## config.mk

```make
export PLATFORM = sky130hd
export DESIGN_NAME = la_vskid
export DESIGN_NICKNAME = d
export VERILOG_FILES = /design/src/rtl/la_vskid.sv
export SDC_FILE = /design/constraint.sdc
export NUM_CORES = 1
export LEC_CHECK = 0
export ABC_AREA = 1
export BUFFER_PORTS_ARGS = -buffer_cell sky130_fd_sc_hd__clkbuf_2
export CAP_MARGIN = 20
export CORE_AREA = 2 2 39 41
export DETAILED_ROUTE_END_ITERATION = 10
export DIE_AREA = 0 0 41 43
export MAX_ROUTING_LAYER = met4
export SLEW_MARGIN = 5
export SYNTH_ARGS = -nofsm -noshare
export SYNTH_HDL_FRONTEND = slang
export SYNTH_SLANG_ARGS = --single-unit
```

## constraint.sdc

```tcl
create_clock -name clk -period 0.8 [get_ports clk]
set_input_delay 0.24 -clock clk [delete_from_list [all_inputs] [get_ports clk]]
set_output_delay 0.24 -clock clk [all_outputs]
set_load 0.01 [all_outputs]
```

## src/rtl/la_vskid.sv

```systemverilog
// la_vskid: two-entry registered skid buffer for a vector bus.
// Every output (z, z_valid, a_ready, count) comes straight from a flop.
module la_vskid #(
  parameter int N    = 1,
  parameter     PROP = "DEFAULT"
) (
  input  logic         clk,
  input  logic         rst,
  input  logic [N-1:0] a,
  input  logic         a_valid,
  output logic         a_ready,
  output logic [N-1:0] z,
  output logic         z_valid,
  input  logic         z_ready,
  output logic [1:0]   count
);

  typedef enum logic [1:0] {
    ST_EMPTY = 2'd0,
    ST_ONE   = 2'd1,
    ST_FULL  = 2'd2
  } state_t;

  localparam bit PROP_IS_DEFAULT = (PROP == "DEFAULT");

  state_t       state_reg;
  state_t       state_next;
  logic         a_ready_reg;
  logic         z_valid_reg;
  logic         in_xfer;
  logic         out_xfer;
  logic         m_load_a;
  logic         m_load_s;
  logic         s_load_a;
  logic [N-1:0] m_reg;
  logic [N-1:0] s_reg;

  // Handshakes use the registered ready/valid, so no input reaches an output.
  assign in_xfer  = a_valid & a_ready_reg;
  assign out_xfer = z_valid_reg & z_ready;

  always_comb begin
    state_next = state_reg;
    m_load_a   = 1'b0;
    m_load_s   = 1'b0;
    s_load_a   = 1'b0;
    case (state_reg)
      ST_EMPTY: begin
        if (in_xfer) begin
          m_load_a   = 1'b1;
          state_next = ST_ONE;
        end
      end
      ST_ONE: begin
        if (in_xfer && !out_xfer) begin
          s_load_a   = 1'b1;
          state_next = ST_FULL;
        end else if (in_xfer && out_xfer) begin
          m_load_a   = 1'b1;
        end else if (out_xfer) begin
          state_next = ST_EMPTY;
        end
      end
      ST_FULL: begin
        // a_ready is low here, so only the drain of M can happen.
        if (out_xfer) begin
          m_load_s   = 1'b1;
          state_next = ST_ONE;
        end
      end
      default: begin
        state_next = ST_EMPTY;
      end
    endcase
  end

  always_ff @(posedge clk) begin
    if (rst) begin
      state_reg   <= ST_EMPTY;
      a_ready_reg <= 1'b0;
      z_valid_reg <= 1'b0;
    end else begin
      state_reg   <= state_next;
      a_ready_reg <= (state_next != ST_FULL);
      z_valid_reg <= (state_next != ST_EMPTY);
    end
  end

  // Non-default properties are retargeted to vendor cells by hierarchy name;
  // the generic per-bit flop pair below is the reference implementation.
  if (!PROP_IS_DEFAULT) begin : g_prop_custom
  end

  for (genvar gi = 0; gi < N; gi++) begin : g_bit
    logic m_bit_reg;
    logic s_bit_reg;

    always_ff @(posedge clk) begin
      if (rst) begin
        m_bit_reg <= 1'b0;
        s_bit_reg <= 1'b0;
      end else begin
        if (m_load_a) begin
          m_bit_reg <= a[gi];
        end else if (m_load_s) begin
          m_bit_reg <= s_bit_reg;
        end
        if (s_load_a) begin
          s_bit_reg <= a[gi];
        end
      end
    end

    assign m_reg[gi] = m_bit_reg;
    assign s_reg[gi] = s_bit_reg;
  end

  assign z       = m_reg;
  assign z_valid = z_valid_reg;
  assign a_ready = a_ready_reg;
  assign count   = state_reg;

endmodule

```

==> run_results.csv <==
group,metric,value,unit
run_status,run_status,"finished, violations left",
run_status,violations,"negative setup slack",
logic_synthesis,synth_compound_area_share,7.246,%
setup_path,crit_fanout,2,
logic_synthesis,synth_top_cell_area_share,46.38,%
pwr,p_leak,0.2344,nW
logic_synthesis,avgSynthCellArea,7.000,µm²
logic_synthesis,synth_top_area_cell,"dfxtp_1",
timing,hold_violations,0,
finish,largest_reg_flops,2,
pwr,peakVddDrop,0.6021,mV
setup_path,rr_worst_depth,7,
finish,nNetsFinal,62,
grt,antenna_found_initial,0,
min_path,hp-class,"input port to flip-flop",
timing,report.final.setup_viol,11,
placement,gp_congestion,0.7044,
timing,max_freq,986.8,MHz
setup_path,slowest_stage,"dfxtp_2",
route,finalWirelength,667,µm
route,drt_pre_antenna_iters,1,
timing,tightest_slew,125.9,ps
logic_synthesis,synth-seq-area-share,46.38,%
grt,grt_usage,8.960,%
setup_path,crit_chain,"buf_6 > buf_6",
setup_path,reg2reg_to,"z",
finish,fin_util,34.72,%
grt,grt_pass1_wl,959,µm
route,wl_per_cell,9.394,µm
setup_path,crit_arrival,770,ps
grt,grt_max_degree,7,
timing,whs,224.2,ps
logic_synthesis,synth_area,259.0,µm²
route,vias_per_cell,4.183,
logic_synthesis,synth_mux_area_share,0,%
timing,period_minus_slack,1013,ps
logic_synthesis,synth.distinct_cells,9,
pwr,power,0.0007735,W
pwr,p_comb_share,21.3,%
finish,fillCellCount,156,
die,dieArea,1763,µm²
timing,rsz0062_at_grt,"yes",
setup_path,worstSetupPathDepth,2,
clock_tree,hold_buffers,0,
route,drt-initial-drc-count,0,
timing,slew_headroom,91.57,%
clock_tree,numCtsBuffers,3,
placement,io_buffers,9,
logic_synthesis,netlist_instances,37,
timing,skew,3.051,ps
die,io_pins,10,
clock_tree,cts_root_buf,"clkbuf_4",
logic_synthesis,ys_warn_count,0,
logic_synthesis,synth-adder-area-share,0,%
die,initial_core_util,18.72,%
die,die_x,41,µm
finish,syn2layout_area_growth,85.51,%
logic_synthesis,synthTopCellsByArea,"dfxtp_1 (46%), nand2_1 (17%), nand3_1 (12%)",
grt,grt_pass1_vias,278,
pwr,internal_power,0.0005823,W
timing,fin_ws,-213.3,ps
pwr,swShare,24.71,%
logic_synthesis,syn_nets,42,
setup_path,critPathTopFamily,"flip-flops",
setup_path,worstReg2RegStart,"count[1]",
grt,overflow,0,
clock_tree,clk_path_buf_depth,2,
pwr,p_switching,0.0001911,W
setup_path,end_kind,"output pin",
pwr,p_per_area,1610,nW/µm²
placement,hpwl,470.2,µm
die,core,1384,µm²
timing,slew_viol_final,0,
clock_tree,cts.sinks,6,
setup_path,crit_buf_inv,2,
setup_path,critPathKind,"flip-flop to output pin",
clock_tree,cts_tree,"done",
route,route.detailed.drc,0,
logic_synthesis,synth-simple-area-share,37.68,%
setup_path,cpMostUsedCell,"buf_6",
die,rows,14,
clock_tree,cts_max_level,1,
logic_synthesis,synth_top_family_by_area,"simple AND/OR/NAND/NOR gates",
clock_tree,clock_latency,240,ps
setup_path,rrSetupSlack,-170,ps
flow_run,drv_cap,0,
logic_synthesis,synth_xor_area_share,0,%
route,antenna_left,0,
setup_path,max_stage_delay,320,ps
finish,antenna_cells,0,
pwr,clkPwrFrac,35.0,%
setup_path,cp_data_required_time,560,ps
clock_tree,path_clk_slew,40,ps
finish,drive_gt1_share,61.82,%
route,dr_total_vias,297,
logic_synthesis,ys_ff_latch,6,
setup_path,start_kind,"flip-flop",
setup_path,endpoint,"count[1]",
pwr,seqPwrFrac,43.7,%
die,die_y,43,µm
timing,fin_crit_sh,126.7,%
setup_path,cp-startpoint,"count[1]",
## power by group through the flow
stage / Combinational [W] / Sequential, W / Clock, W
finish: 0.000165 / 0.000338 / 0.000271
global route: 0.000178 / 0.000339 / 0.000310
CTS: 0.000121 / 0.000333 / 0.000289
detailed placement: 0.0000969 / 0.000342 / 0
global placement: 0.0000952 / 0.000342 / 0
floorplan: 0.0000479 / 0.000349 / 0
## cell usage after synthesis (all sizes together)
library cell and instances:
nand2 12, dfxtp 6, inv 6, nand3 6, a21oi 3, nor2 3
nand4 1
## cells in the final DEF, fill, tap and decap left out, types with 2 or more instances in the layout
cell type	n
dfxtp_2	4
nor2_4	2
inv_1	3
buf_4	2
clkbuf_2	4
buf_6	8
nand2_1	8
a21oi_1	2
nand2_2	4
inv_2	3
clkbuf_4	3
nand3_1	5
## repair_timing
action | in CTS | in global routing
pin swaps | 1 | 8
resized for setup | 6 | 16
setup endpoints to repair | 11 | 11
setup buffers | 4 | 1
## worst reg2reg max path: stages (launching register included)
cell and delay (ps):
dfxtp_2 330, buf_6 110, inv_2 40, nor2_4 110
nand3_1 80, nand2_1 80, inv_2 40, a21oi_2 120
## stage by stage
stage	setup TNS, ps	instances	worst slack, ps	instance area, µm²
floorplan	-344.8	37	-63.72	277.8
global placement	-570.8	63	-128.1	350.3
detailed placement	-690.9	63	-140.8	350.3
CTS	-1659	70	-224.5	416.7
global route	-1913	71	-246.4	480.5
finish	-1407	71	-213.3	480.5
## worst min path at each step
stage                     cells after the start            endpoint                from  slack [ps]
final                                         2                   z                 rst         220
after global routing                          2                   z                 rst         230
after CTS                                     2                   z                 rst         210
after detailed placement                      2  g_bit[0].s_bit_reg  g_bit[0].s_bit_reg         460
after global placement                        2  g_bit[0].s_bit_reg  g_bit[0].s_bit_reg         450
after floorplan                               1             a_ready                 rst         300
## final cells by class
| type | instances | area, µm² | share of cell area (%) |
|---|---|---|---|
| Inverter | 6 | 22.52 | 4.687 |
| Clock buffer | 3 | 22.52 | 4.687 |
| Tap cell | 16 | 20.02 | 4.167 |
| Multi-Input combinational cell | 25 | 141.4 | 29.43 |
| Sequential cell | 6 | 128.9 | 26.82 |
| Timing Repair Buffer | 15 | 145.1 | 30.21 |
## routing by layer
| layer | routed length, µm | global-route usage [%] | up-vias | share of wire (%) |
|---|---|---|---|---|
| met1 | 261 | 7.742 | 137 | 39 |
| met3 | 27 | 4.712 | 2 | 4.0 |
| li1 | - | - | 155 | - |
| met4 | 8 | 8.000 | 0 | 1.2 |
| met5 | 0 | - | - | 0 |
| met2 | 370 | 13.13 | 3 | 55 |
## cells by family (layout without fill, tap and decap cells)
family,count (synthesis),count (layout)
AND/OR/NAND/NOR,22,22
flip-flops,6,6
buffers and inverters,6,24
AO/OA/AOI/OAI,3,3
Note: power is estimated with default switching activity, not from simulation.
